==> config.mk <==
export PLATFORM = sky130hd
export DESIGN_NAME = acia_tx
export DESIGN_NICKNAME = d
export VERILOG_FILES = /design/src/rtl/acia_pkg.sv /design/src/rtl/acia_baudgen.sv /design/src/rtl/acia_tx.sv
export SDC_FILE = /design/constraint.sdc
export NUM_CORES = 1
export LEC_CHECK = 0
export CAP_MARGIN = 10
export CORE_AREA = 4 4 108 110
export DETAILED_ROUTE_END_ITERATION = 8
export DIE_AREA = 0 0 112 114
export DONT_BUFFER_PORTS = 1
export PLACE_DENSITY = 0.81
export SKIP_LAST_GASP = 1
export SLEW_MARGIN = 20
export SYNTH_ARGS = -nofsm -noshare
export SYNTH_HDL_FRONTEND = slang
export SYNTH_SLANG_ARGS = --single-unit
export TNS_END_PERCENT = 30
==> constraint.sdc <==
create_clock -name clk -period 4.25 [get_ports clk]
set_input_delay 0.2125 -clock clk [delete_from_list [all_inputs] [get_ports clk]]
set_output_delay 0.2125 -clock clk [all_outputs]
set_load 0.05 [all_outputs]
==> src/rtl/acia_pkg.sv <==
// Shared definitions for the ACIA transmitter: FSM states, register map,
// TX-control encodings and baud-rate helpers.
package acia_pkg;

   localparam int unsigned CNT_W = 32;

   localparam logic [1:0] ADDR_TDR  = 2'd0;
   localparam logic [1:0] ADDR_PRST = 2'd1;
   localparam logic [1:0] ADDR_CMD  = 2'd2;
   localparam logic [1:0] ADDR_CTRL = 2'd3;

   localparam logic [1:0] TXC_OFF   = 2'b00;
   localparam logic [1:0] TXC_IRQ   = 2'b01;
   localparam logic [1:0] TXC_NOIRQ = 2'b10;
   localparam logic [1:0] TXC_BRK   = 2'b11;

   typedef enum logic [2:0] {
      ST_IDLE,
      ST_START,
      ST_DATA,
      ST_PARITY,
      ST_STOP,
      ST_BREAK
   } tx_state_e;

   // Clock cycles per bit for a baud select; select 0 means stopped.
   function automatic logic [CNT_W-1:0] cycles_per_bit(input logic [3:0] sel,
                                                       input int unsigned clk_hz);
      int unsigned cpb;
      case (sel)
         4'd1:    cpb = clk_hz / 32'd50;
         4'd2:    cpb = clk_hz / 32'd75;
         4'd3:    cpb = clk_hz / 32'd110;
         4'd4:    cpb = clk_hz / 32'd135;
         4'd5:    cpb = clk_hz / 32'd150;
         4'd6:    cpb = clk_hz / 32'd300;
         4'd7:    cpb = clk_hz / 32'd600;
         4'd8:    cpb = clk_hz / 32'd1200;
         4'd9:    cpb = clk_hz / 32'd1800;
         4'd10:   cpb = clk_hz / 32'd2400;
         4'd11:   cpb = clk_hz / 32'd3600;
         4'd12:   cpb = clk_hz / 32'd4800;
         4'd13:   cpb = clk_hz / 32'd7200;
         4'd14:   cpb = clk_hz / 32'd9600;
         4'd15:   cpb = clk_hz / 32'd19200;
         default: cpb = 32'd0;
      endcase
      return CNT_W'(cpb);
   endfunction

   // Mask keeping only the bits that are sent for a word-length code.
   function automatic logic [7:0] word_mask(input logic [1:0] wl);
      return 8'hFF >> wl;
   endfunction

endpackage

==> src/rtl/acia_baudgen.sv <==
// Bit-period counter: counts clocks within one bit and flags the last cycle.
module acia_baudgen
   import acia_pkg::*;
(
   input  logic             clk,
   input  logic             reset,
   input  logic             restart,
   input  logic [CNT_W-1:0] period,
   output logic             bit_end_c
);

   logic [CNT_W-1:0] cnt;

   assign bit_end_c = (cnt == period - CNT_W'(1));

   always_ff @(posedge clk) begin
      if (reset || restart || bit_end_c) cnt <= '0;
      else                               cnt <= cnt + CNT_W'(1);
   end

endmodule

==> src/rtl/acia_tx.sv <==
// ACIA transmitter: CPU register file, frame FSM and serial shifter.
module acia_tx
   import acia_pkg::*;
#(
   parameter int unsigned CLK_HZ = 14318180
) (
   input  logic       clk,
   input  logic       reset,
   input  logic       cs,
   input  logic       we,
   input  logic [1:0] addr,
   input  logic [7:0] din,
   output logic       txd,
   output logic       tdre,
   output logic       tx_irq,
   output logic       rts_n
);

   tx_state_e        state, state_nxt;
   logic [7:0]       tdr, tdr_nxt;
   logic             tdre_nxt;
   logic [7:0]       cmd, cmd_nxt;
   logic [7:0]       ctrl, ctrl_nxt;
   logic [7:0]       shift, shift_nxt;
   logic [1:0]       wlen, wlen_nxt;
   logic             stop2, stop2_nxt;
   logic             par_en, par_en_nxt;
   logic             par_bit, par_bit_nxt;
   logic [CNT_W-1:0] period, period_nxt;
   logic [2:0]       bit_cnt, bit_cnt_nxt;
   logic             txd_nxt, tx_irq_nxt, rts_n_nxt;

   logic             load_c, restart_c, bit_end_c;
   logic             baud_on_c, can_load_c, brk_req_c;
   logic [7:0]       tx_data_c;
   logic [2:0]       last_bit_c;
   logic             frame_par_c;
   logic             unused_bits;

   assign baud_on_c  = (ctrl[3:0] != 4'd0);
   assign can_load_c = !tdre && baud_on_c && (cmd[3:2] == TXC_IRQ || cmd[3:2] == TXC_NOIRQ);
   assign brk_req_c  = baud_on_c && (cmd[3:2] == TXC_BRK);
   assign tx_data_c  = tdr & word_mask(ctrl[6:5]);
   assign last_bit_c = 3'd7 - 3'(wlen);
   assign restart_c  = (state_nxt != state) || (state == ST_IDLE) || (state == ST_BREAK);
   assign unused_bits = ^{cmd[4], cmd[1:0], ctrl[4]};

   // Parity over the bits actually sent for the word about to be loaded
   always_comb begin
      case (cmd[7:6])
         2'b00:   frame_par_c = ~^tx_data_c;
         2'b01:   frame_par_c = ^tx_data_c;
         2'b10:   frame_par_c = 1'b1;
         default: frame_par_c = 1'b0;
      endcase
   end

   acia_baudgen u_baudgen (
      .clk       (clk),
      .reset     (reset),
      .restart   (restart_c),
      .period    (period),
      .bit_end_c (bit_end_c)
   );

   always_ff @(posedge clk) begin
      if (reset) begin
         state   <= ST_IDLE;
         tdr     <= 8'h00;
         tdre    <= 1'b1;
         cmd     <= 8'h00;
         ctrl    <= 8'h00;
         shift   <= 8'h00;
         wlen    <= 2'b00;
         stop2   <= 1'b0;
         par_en  <= 1'b0;
         par_bit <= 1'b0;
         period  <= '0;
         bit_cnt <= 3'd0;
         txd     <= 1'b1;
         tx_irq  <= 1'b0;
         rts_n   <= 1'b1;
      end else begin
         state   <= state_nxt;
         tdr     <= tdr_nxt;
         tdre    <= tdre_nxt;
         cmd     <= cmd_nxt;
         ctrl    <= ctrl_nxt;
         shift   <= shift_nxt;
         wlen    <= wlen_nxt;
         stop2   <= stop2_nxt;
         par_en  <= par_en_nxt;
         par_bit <= par_bit_nxt;
         period  <= period_nxt;
         bit_cnt <= bit_cnt_nxt;
         txd     <= txd_nxt;
         tx_irq  <= tx_irq_nxt;
         rts_n   <= rts_n_nxt;
      end
   end

   always_comb begin
      state_nxt   = state;
      tdr_nxt     = tdr;
      tdre_nxt    = tdre;
      cmd_nxt     = cmd;
      ctrl_nxt    = ctrl;
      shift_nxt   = shift;
      wlen_nxt    = wlen;
      stop2_nxt   = stop2;
      par_en_nxt  = par_en;
      par_bit_nxt = par_bit;
      period_nxt  = period;
      bit_cnt_nxt = bit_cnt;
      load_c      = 1'b0;
      txd_nxt     = 1'b1;

      case (state)
         ST_IDLE: begin
            if (brk_req_c) begin
               state_nxt  = ST_BREAK;
               period_nxt = cycles_per_bit(ctrl[3:0], CLK_HZ);
            end else if (can_load_c) begin
               load_c = 1'b1;
            end
         end
         ST_START: begin
            if (bit_end_c) begin
               state_nxt   = ST_DATA;
               bit_cnt_nxt = 3'd0;
            end
         end
         ST_DATA: begin
            if (bit_end_c) begin
               if (bit_cnt == last_bit_c) begin
                  state_nxt   = par_en ? ST_PARITY : ST_STOP;
                  bit_cnt_nxt = 3'd0;
               end else begin
                  bit_cnt_nxt = bit_cnt + 3'd1;
                  shift_nxt   = {1'b0, shift[7:1]};
               end
            end
         end
         ST_PARITY: begin
            if (bit_end_c) begin
               state_nxt   = ST_STOP;
               bit_cnt_nxt = 3'd0;
            end
         end
         ST_STOP: begin
            if (bit_end_c) begin
               if (stop2 && bit_cnt == 3'd0) bit_cnt_nxt = 3'd1;
               else if (can_load_c)          load_c      = 1'b1;
               else                          state_nxt   = ST_IDLE;
            end
         end
         ST_BREAK: begin
            // Leaving break always ends with exactly one stop period
            if (cmd[3:2] != TXC_BRK) begin
               state_nxt   = ST_STOP;
               stop2_nxt   = 1'b0;
               bit_cnt_nxt = 3'd0;
            end
         end
         default: state_nxt = ST_IDLE;
      endcase

      if (load_c) begin
         state_nxt   = ST_START;
         tdre_nxt    = 1'b1;
         shift_nxt   = tx_data_c;
         wlen_nxt    = ctrl[6:5];
         stop2_nxt   = ctrl[7];
         par_en_nxt  = cmd[5];
         par_bit_nxt = frame_par_c;
         period_nxt  = cycles_per_bit(ctrl[3:0], CLK_HZ);
         bit_cnt_nxt = 3'd0;
      end

      // CPU writes win over the load-cycle tdre set
      if (cs && we) begin
         case (addr)
            ADDR_TDR: begin
               tdr_nxt  = din;
               tdre_nxt = 1'b0;
            end
            ADDR_CMD:  cmd_nxt  = din;
            ADDR_CTRL: ctrl_nxt = din;
            ADDR_PRST: begin
               state_nxt    = ST_IDLE;
               tdre_nxt     = 1'b1;
               cmd_nxt[4:0] = 5'd0;
               bit_cnt_nxt  = 3'd0;
            end
            default: ;
         endcase
      end

      case (state_nxt)
         ST_START:  txd_nxt = 1'b0;
         ST_DATA:   txd_nxt = shift_nxt[0];
         ST_PARITY: txd_nxt = par_bit_nxt;
         ST_BREAK:  txd_nxt = 1'b0;
         default:   txd_nxt = 1'b1;
      endcase

      tx_irq_nxt = tdre_nxt && (cmd_nxt[3:2] == TXC_IRQ);
      rts_n_nxt  = (cmd_nxt[3:2] == TXC_OFF);
   end

endmodule

==> results of run 1 <==
## Yosys cell counts (6+ instances only)
cell      count  area share, %
dfxtp_1     113             36
xor2_1       31            4.3
xnor2_1      33            4.6
nor3_1       17            1.4
inv_1        22            1.3
nand3_1      33            2.6
nand4_1       9           0.90
ha_1         17            3.4
and3_1       17            1.7
a21oi_1      37            2.9
nand2b_1      8           0.80
nand2_1      63            3.8
or2_2         9           0.90
o21ai_0      16            1.3
a311oi_1      6           0.84
a211oi_1     10            1.2
nor2_1       75            4.5
clkbuf_1     29            1.7
nor4_2       33            6.6
mux2i_1      27            4.3
## power groups by stage
stage	clock network [uW]	registers (uW)	logic (uW)
6_report	1430	1080	73.0
5_1_grt	1500	1080	80.7
4_1_cts	1450	1080	70.8
3_5_place_dp	0	1110	52.4
3_3_place_gp	0	1100	50.7
2_1_floorplan	0	1100	48.6
## cell usage in the layout, fill, tap and decap left out, types with 5 or more instances in the layout
master         Yosys  layout
dlygate4sd3_1      0      12
clkbuf_16          0      16
inv_1             22      22
nand2_1           63      63
nand3_1           33      33
ha_1              17      17
mux2i_1           27      27
nand3b_1           5       5
nor3_1            17      17
dfxtp_1          113     113
nor2_1            75      75
nor4_2            33      33
nand4_1            9       9
xor2_1            31      31
or2_2              9       9
o21ai_0           16      16
xnor2_1           33      33
and3_1            17      17
a21oi_1           37      37
a311oi_1           6       6
buf_4              1      10
a211oi_1          10      10
nand2b_1           8       8
nor4_1             5       5
## state kept, by name, summed over array words and instances, names as in the netlist, 5 cells and up
signal	flops
period_nxt	19
ctrl	7
period	19
shift	8
cmd	5
tdr	8
u_baudgen.cnt	32
## worst paths after layout
| check | slack, ns | start | cells after the start | to |
|---|---|---|---|---|
| max | 0.31 | period[0]$_SDFFE_PP0P_ | 14 | u_baudgen.cnt[5]$_SDFF_PP0_ |
| min | 0.07 | din[3] | 4 | cmd[3]$_SDFF_PP0_ |
| max reg2reg | 0.31 | period[0]$_SDFFE_PP0P_ | 14 | u_baudgen.cnt[5]$_SDFF_PP0_ |
| min reg2reg | 0.47 | period_nxt[18]$_SDFF_PP0_ | 2 | period[18]$_SDFFE_PP0P_ |
## cells by family after synthesis
kind of cell    share of synthesized area (%)
compound gates                          12.56
xor+xnor                                9.355
fa+ha+maj                               3.384
buf+inv                                 4.458
flops                                   35.99
mux                                     4.658
simple gates                            29.60
## final cells by class
cell class / instances / area (um^2) / area share, %
Clock buffer: 18 / 417.9 / 5.862
Sequential cell: 113 / 2262 / 31.73
Multi-Input combinational cell: 537 / 3795 / 53.23
Timing Repair Buffer: 23 / 215.2 / 3.019
Inverter: 22 / 82.58 / 1.158
Tap cell: 140 / 175.2 / 2.457
Clock inverter: 14 / 181.4 / 2.545
## tightest hold or removal path, delay by kind of cell
family / cells / cell delay (ns)
AND/OR/NAND/NOR: 3 / 0.26
AO/OA/AOI/OAI: 1 / 0.06
## repair_timing
action / in CTS / in global routing
resized for setup: 0 / 1
setup endpoints to repair: 10 / 26
pin swaps: 1 / 2
cloned: 1 / 1
hold buffers: 13 / 0
buffers inserted: 0 / 2
endpoints found under the hold margin: 57 / 0
## metrics by stage
| step | instance area [um^2] | instances |
|---|---|---|
| final | 7129 | 867 |
| after global routing | 7129 | 867 |
| after CTS | 7097 | 864 |
| after detailed placement | 6341 | 818 |
| after global placement | 6341 | 818 |
| after floorplan | 6286 | 710 |
## per-layer routing
metal / track usage, % / part of all wire (%) / routed length, um
met5: 0 / 0 / 0
met4: 11.54 / 3.0 / 460
met3: 5.942 / 6.8 / 1024
met2: 40.21 / 48 / 7235
met1: 30.75 / 42 / 6444
==> metrics.md, run 1 <==
| Metric | Value |
|---|---|
| Die area | `approximately 13,000 um^2` |
| Placer Congestion | `0.8875` |
| Crit end category | `register` |
| Slowest CP cell | `a21boi_2` |
| CTS Buf Count | `17` |
| Clock sink count | `113` |
| Clock power frac | `55.4%` |
| Final setup viols | `0` |
| Initial antenna violation count | `0` |
| Net Sw Frac | `between 20% and 30%` |
| WHS | `0.07040 ns` |
| Fraction of power consumed by sequential logic | `roughly two fifths` |
| Peak VDD IR | `0.3268 mV` |
| Nets | `745` |
| Clock Tree Root | `clkbuf_8` |
| CP top delay family | `compound AO/OA/AOI/OAI gates` |
| Slack of the critical path | `0.3128 ns` |
| CTS tree | `built` |
| Setup CP Type | `register to register` |
| Combinational share of power | `2.8%` |
| Vias | `5,355` |
| Cell Chain, Critical Path | `inv_1, ha_1, or4b_4, a2111oi_0, nor3_1, a221oi_2, nand4_4, nor2_4, a21o_1, o211ai_1, buf_4, buf_4, a21boi_2, nor4_2` |
| EDFF count, synth | `0` |
| WP buf/inv | `3` |
| H-tree levels | `4` |
| Routed wire length | `15,160 um` |
| Drt first pass iters | `5` |
| Max Fclk | `0.2540 GHz` |
| Die X | `112 um` |
| RSZ-0062 raised after global routing | `no` |
| Critical-path maximum fanout | `11` |
| Synth Flop Type | `dfxtp_1` |
| Final HPWL DP | `9873 um` |
| Netlist cell types | `72` |
| Antenna-violating nets left | `0` |
| Fill cells | `776` |
| Worst Hold Class | `primary input to register` |
| Synth-to-Final Area Change | `13.42%` |
| Period utilisation layout | `92.64%` |
| GR Util All Layers | `24.58%` |
| Flops & latches, synth | `113` |
| Worst endpoint required time | `4.62 ns` |
| Final hold viol count | `0` |
| Place WS | `-0.009723 ns` |
| Clock latency on the worst-skew pair | `about 0.52 ns` |
| ANT cells | `0` |
| Outcome | `complete, no violations` |
| Critical Path Start Type | `register` |
| Mapped cell area | `6286 um^2` |
| Internal power | `2003 uW` |
| Syn avg cell area | `8.854 um^2` |
| Vias in the first global route | `approximately 5,400` |
| Clock transition at path regs | `about 0.060 ns` |
| Final Core Density | `approximately 67%` |
| Max_cap viols | `0` |
| Part of the Yosys area used for sequential elements | `35.99%` |
| Residual DRC count | `0` |
| Worst Max-Slew Pin Slew | `between 0.9 and 1 ns` |
| Power Density | `363.2 nW/um^2` |
| Row count | `38` |
| Iter 0 DRT Violations | `465` |
| Clock skew | `0.007210 ns` |
| Share of cells above drive strength 1 | `14.99%` |
| TNS Setup | `0 ns` |
| Slew headroom | `35.75%` |
| Net count after synthesis | `741` |
| Most used cell, CP | `buf_4` |
| Synth warnings | `0` |
| Largest net degree at the start of global routing | `54` |
| Max incr delay on CP | `0.63 ns` |
| Static Leak | `0.002630 uW` |
| DR vias/cell | `a little over 6` |
| CTS max path bufs | `2` |
| Syn Inst Count | `710` |
| Global route overflow | `0` |
| DIE HEIGHT | `114 um` |
| Initial Util | `58.76%` |
| Switch Pwr | `586.6 uW` |
| Post-synth ARST share | `0%` |
| Max-slew violation count | `0` |
| # port buffers | `0` |
| Crit path time final | `slightly below 4 ns` |
| Final Power | `2590 uW` |
| Core Region | `10,700 um^2` |
| Number of top-level pins | `18` |
| Crit path DAT | `4.31 ns` |
| Routed WL per cell | `17.49 um` |
| First-pass GRT wire length | `25,700 um` |
Power figures use the tool's default switching activity.
==> run 2, diff against run 1 <==
--- a/config.mk
+++ b/config.mk
@@ -5,12 +5,15 @@
 export SDC_FILE = /design/constraint.sdc
 export NUM_CORES = 1
 export LEC_CHECK = 0
+export ABC_AREA = 1
 export CAP_MARGIN = 10
-export CORE_AREA = 4 4 108 110
+export CELL_PAD_IN_SITES_DETAIL_PLACEMENT = 2
+export CELL_PAD_IN_SITES_GLOBAL_PLACEMENT = 2
+export CORE_AREA = 4 4 146 148
 export DETAILED_ROUTE_END_ITERATION = 8
-export DIE_AREA = 0 0 112 114
+export DIE_AREA = 0 0 150 152
 export DONT_BUFFER_PORTS = 1
-export PLACE_DENSITY = 0.81
+export PLACE_DENSITY = 0.86
 export SKIP_LAST_GASP = 1
 export SLEW_MARGIN = 20
 export SYNTH_ARGS = -nofsm -noshare
==> metrics.md, run 2 <==
| Metric | Value |
|---|---|
| Outcome | `complete, no violations` |
| Max incr delay on CP | `0.44 ns` |
| Worst reg2reg startpoint | `period[0]$_SDFFE_PP0P_` |
| Synth Flop Type | `dfxtp_1` |
| H-tree levels | `4` |
| Residual DRC count | `0` |
| # port buffers | `0` |
| Core Region | `between 20,000 and 25,000 um^2` |
| Final hold viol count | `0` |
| CTS Buf Count | `17` |
| Final HPWL DP | `between 15,000 and 20,000 um` |
| Synth cell count leaders | `nand2_1, inv_1, nor2_1, dfxtp_1, nand3_1` |
| Placer Congestion | `a little over 0.9` |
| WL met2 | `13,400 um` |
| Commonest cells after routing, fill and taps aside | `nand2_1, inv_1, nor2_1, dfxtp_1, nand3_1` |
| Largest register by flop count | `u_baudgen.cnt` |
| DR vias/cell | `5.191` |
| Max-slew violation count | `0` |
| Part of the Yosys area used for sequential elements | `31.72%` |
| Vias in the first global route | `7,896` |
| Vias | `a little over 7,000` |
| Clock latency on the worst-skew pair | `roughly 0.43 ns` |
| Crit path time final | `3.488 ns` |
| Most frequent cell after synthesis | `nand2_1` |
| Die area | `22,800 um^2` |
| Biggest area consumer among synthesized cells | `dfxtp_1` |
| CTS tree | `built` |
| Max_cap viols | `0` |
| Iter 0 DRT Violations | `349` |
| Critical Path Start Type | `register` |
| Global route overflow | `0` |
| Max Used Layer | `met4` |
| Final Core Density | `40.22%` |
| Initial Util | `35.58%` |
| Synth-to-Final Area Change | `13.04%` |
| Netlist cell types | `43` |
| Clock skew | `0.01042 ns` |
| Critical-path maximum fanout | `32` |
| Max Fclk | `0.2867 GHz` |
| Clock transition at path regs | `0.06 ns` |
| Static Leak | `0.003424 uW` |
| Power Density | `326.5 nW/um^2` |
| Crit end category | `register` |
| Initial antenna violation count | `0` |
| Final setup viols | `0` |
| DIE HEIGHT | `152 um` |
| Synth top area share | `around a third` |
| Largest net degree at the start of global routing | `33` |
| Slowest CP cell | `buf_4` |
| Routed WL per cell | `19.20 um` |
| Worst Hold Class | `primary input to register` |
| Max FFs per register | `32` |
| Synth warnings | `0` |
| M1 WL | `around 11,000 um` |
| Crit path from | `period[0]$_SDFFE_PP0P_` |
| Peak VDD IR | `0.2510 mV` |
| Crit path DAT | `3.78 ns` |
| Place WS | `0.7613 ns` |
| Number of top-level pins | `18` |
| Top cells by area, synth | `dfxtp_1, nand2_1, inv_1` |
| Flops & latches, synth | `approximately 110` |
| Drt first pass iters | `5` |
| Final Power | `between 2000 and 3000 uW` |
| Period utilisation layout | `82.07%` |
| Worst R2R End | `u_baudgen.cnt[7]$_SDFF_PP0_` |
| R2r setup slk | `0.76 ns` |
| Syn Inst Count | `1,074` |
| Most used cell, CP | `nand2_1` |
| Most common cell after layout, fill and taps aside | `nand2_1` |
| Worst Max-Slew Pin Slew | `0.9583 ns` |
| GR Util All Layers | `23.84%` |
| Setup CP Type | `register to register` |
| Routed wire length | `26,190 um` |
| Mapped cell area | `7131 um^2` |
| Worst endpoint required time | `about 4.5 ns` |
| Nets | `1,113` |
| Cell Chain, Critical Path | `inv_2, ha_1, nand2_1, nor2_2, nand2_1, nand2_1, nand2_1, nor2_1, nand2_1, nor2_1, nand2_1, nor2_2, nand2_4, nor2_8, nand2_2, nand2_4, inv_2, nand2_1, nand3_1, nand3_4, buf_4, nor3_2` |
| Clock sink count | `about 110` |
| Net count after synthesis | `about 1,100` |
| Share of cells above drive strength 1 | `between 10% and 20%` |
| Die X | `150 um` |
| Row count | `52` |
| Post-synth ARST share | `0%` |
| Slew headroom | `roughly 36%` |
| Crit path capture | `u_baudgen.cnt[7]$_SDFF_PP0_` |
| CTS max path bufs | `2` |
| Setup bufs post-CTS | `0` |
| Clock Tree Root | `clkbuf_16` |
| EDFF count, synth | `0` |
| Met3 wire length | `817 um` |
| Antenna-violating nets left | `0` |
| RSZ-0062 raised after global routing | `no` |
| Slack of the critical path | `0.7620 ns` |
| Worst r2r path cells | `22` |
| Syn avg cell area | `6.639 um^2` |
| First-pass GRT wire length | `43,130 um` |
| ANT cells | `0` |
| TNS Setup | `0 ns` |
==> run 2: changes by cell type in the layout (fill, tap and decap cells not counted), sizes merged, moves of 22 or more <==
cell	previous run	this run
o21ai	16	38
nand3	33	91
nor4	39	8
inv	25	145
xnor2	35	11
mux2i	27	0
nor3	19	42
nand2	63	299
nor2	76	144
==> run 2: area by class of cell <==
cell class	count	area [um^2]
Fill cell	2475	11980
Inverter	143	536.8
Tap cell	270	337.8
Timing Repair Buffer	16	152.6
Multi-Input combinational cell	791	4194
Clock inverter	12	133.9
Clock buffer	19	442.9
Sequential cell	113	2262
==> run 2: per-stage QoR <==
stage / cells / hold slack [ns] / instance area (um^2)
after CTS: 1364 / 0.006499 / 8060
final: 1364 / 0.02709 / 8060
after floorplan: 1074 / 0.3555 / 7131
after detailed placement: 1324 / 0.2873 / 7383
after global placement: 1324 / 0.2847 / 7383
after global routing: 1364 / 0.03768 / 8060
==> run 2: kinds of logic after synthesis <==
logic type                 share of synthesized area (%)
DFF                                                31.72
xor gates and xnor gates                           5.896
buffers and inverters                              9.458
AOI/OAI and AO/OA                                  8.089
adders and majority gates                          2.983
and+or+nand+nor                                    41.85
==> run 2: what timing repair did <==
item / in CTS / in global routing
hold buffers: 9 / 0
hold endpoints to repair: 41 / 0
gates resized for setup: 0 / 0
==> run 2: worst min path at each step <==
stage / startpoint / cells after the start / slack (ns) / endpoint
floorplan: din[6] / 2 / 0.36 / cmd[6]$_SDFFE_PP0P_
global placement: reset / 1 / 0.28 / ctrl[5]$_SDFFE_PP0P_
detailed placement: reset / 1 / 0.29 / ctrl[5]$_SDFFE_PP0P_
CTS: din[3] / 3 / 0.006 / tx_irq$_SDFF_PP0_
global route: din[3] / 3 / 0.04 / tx_irq$_SDFF_PP0_
finish: din[3] / 3 / 0.03 / tx_irq$_SDFF_PP0_
==> run 2: critical path, delay by kind of cell (launching register included) <==
kind / cells / cell delay, ns
simple gates: 18 / 2.14
buf+inv: 3 / 0.60
fa+ha+maj: 1 / 0.21
flops: 1 / 0.34
==> run 2: per-layer routing <==
| metal | vias to the layer above | track usage [%] |
|---|---|---|
| li1 | 3442 | - |
| met1 | 3492 | 29.48 |
| met2 | 110 | 42.10 |
| met3 | 37 | 4.200 |
| met4 | 0 | 6.885 |
| met5 | - | 0 |
==> run 2: power by group <==
part	switching, uW	total (uW)	internal (uW)
Sequential	11.7	1090	1080
Combinational	63.2	92.4	29.2
Clock	571	1450	878
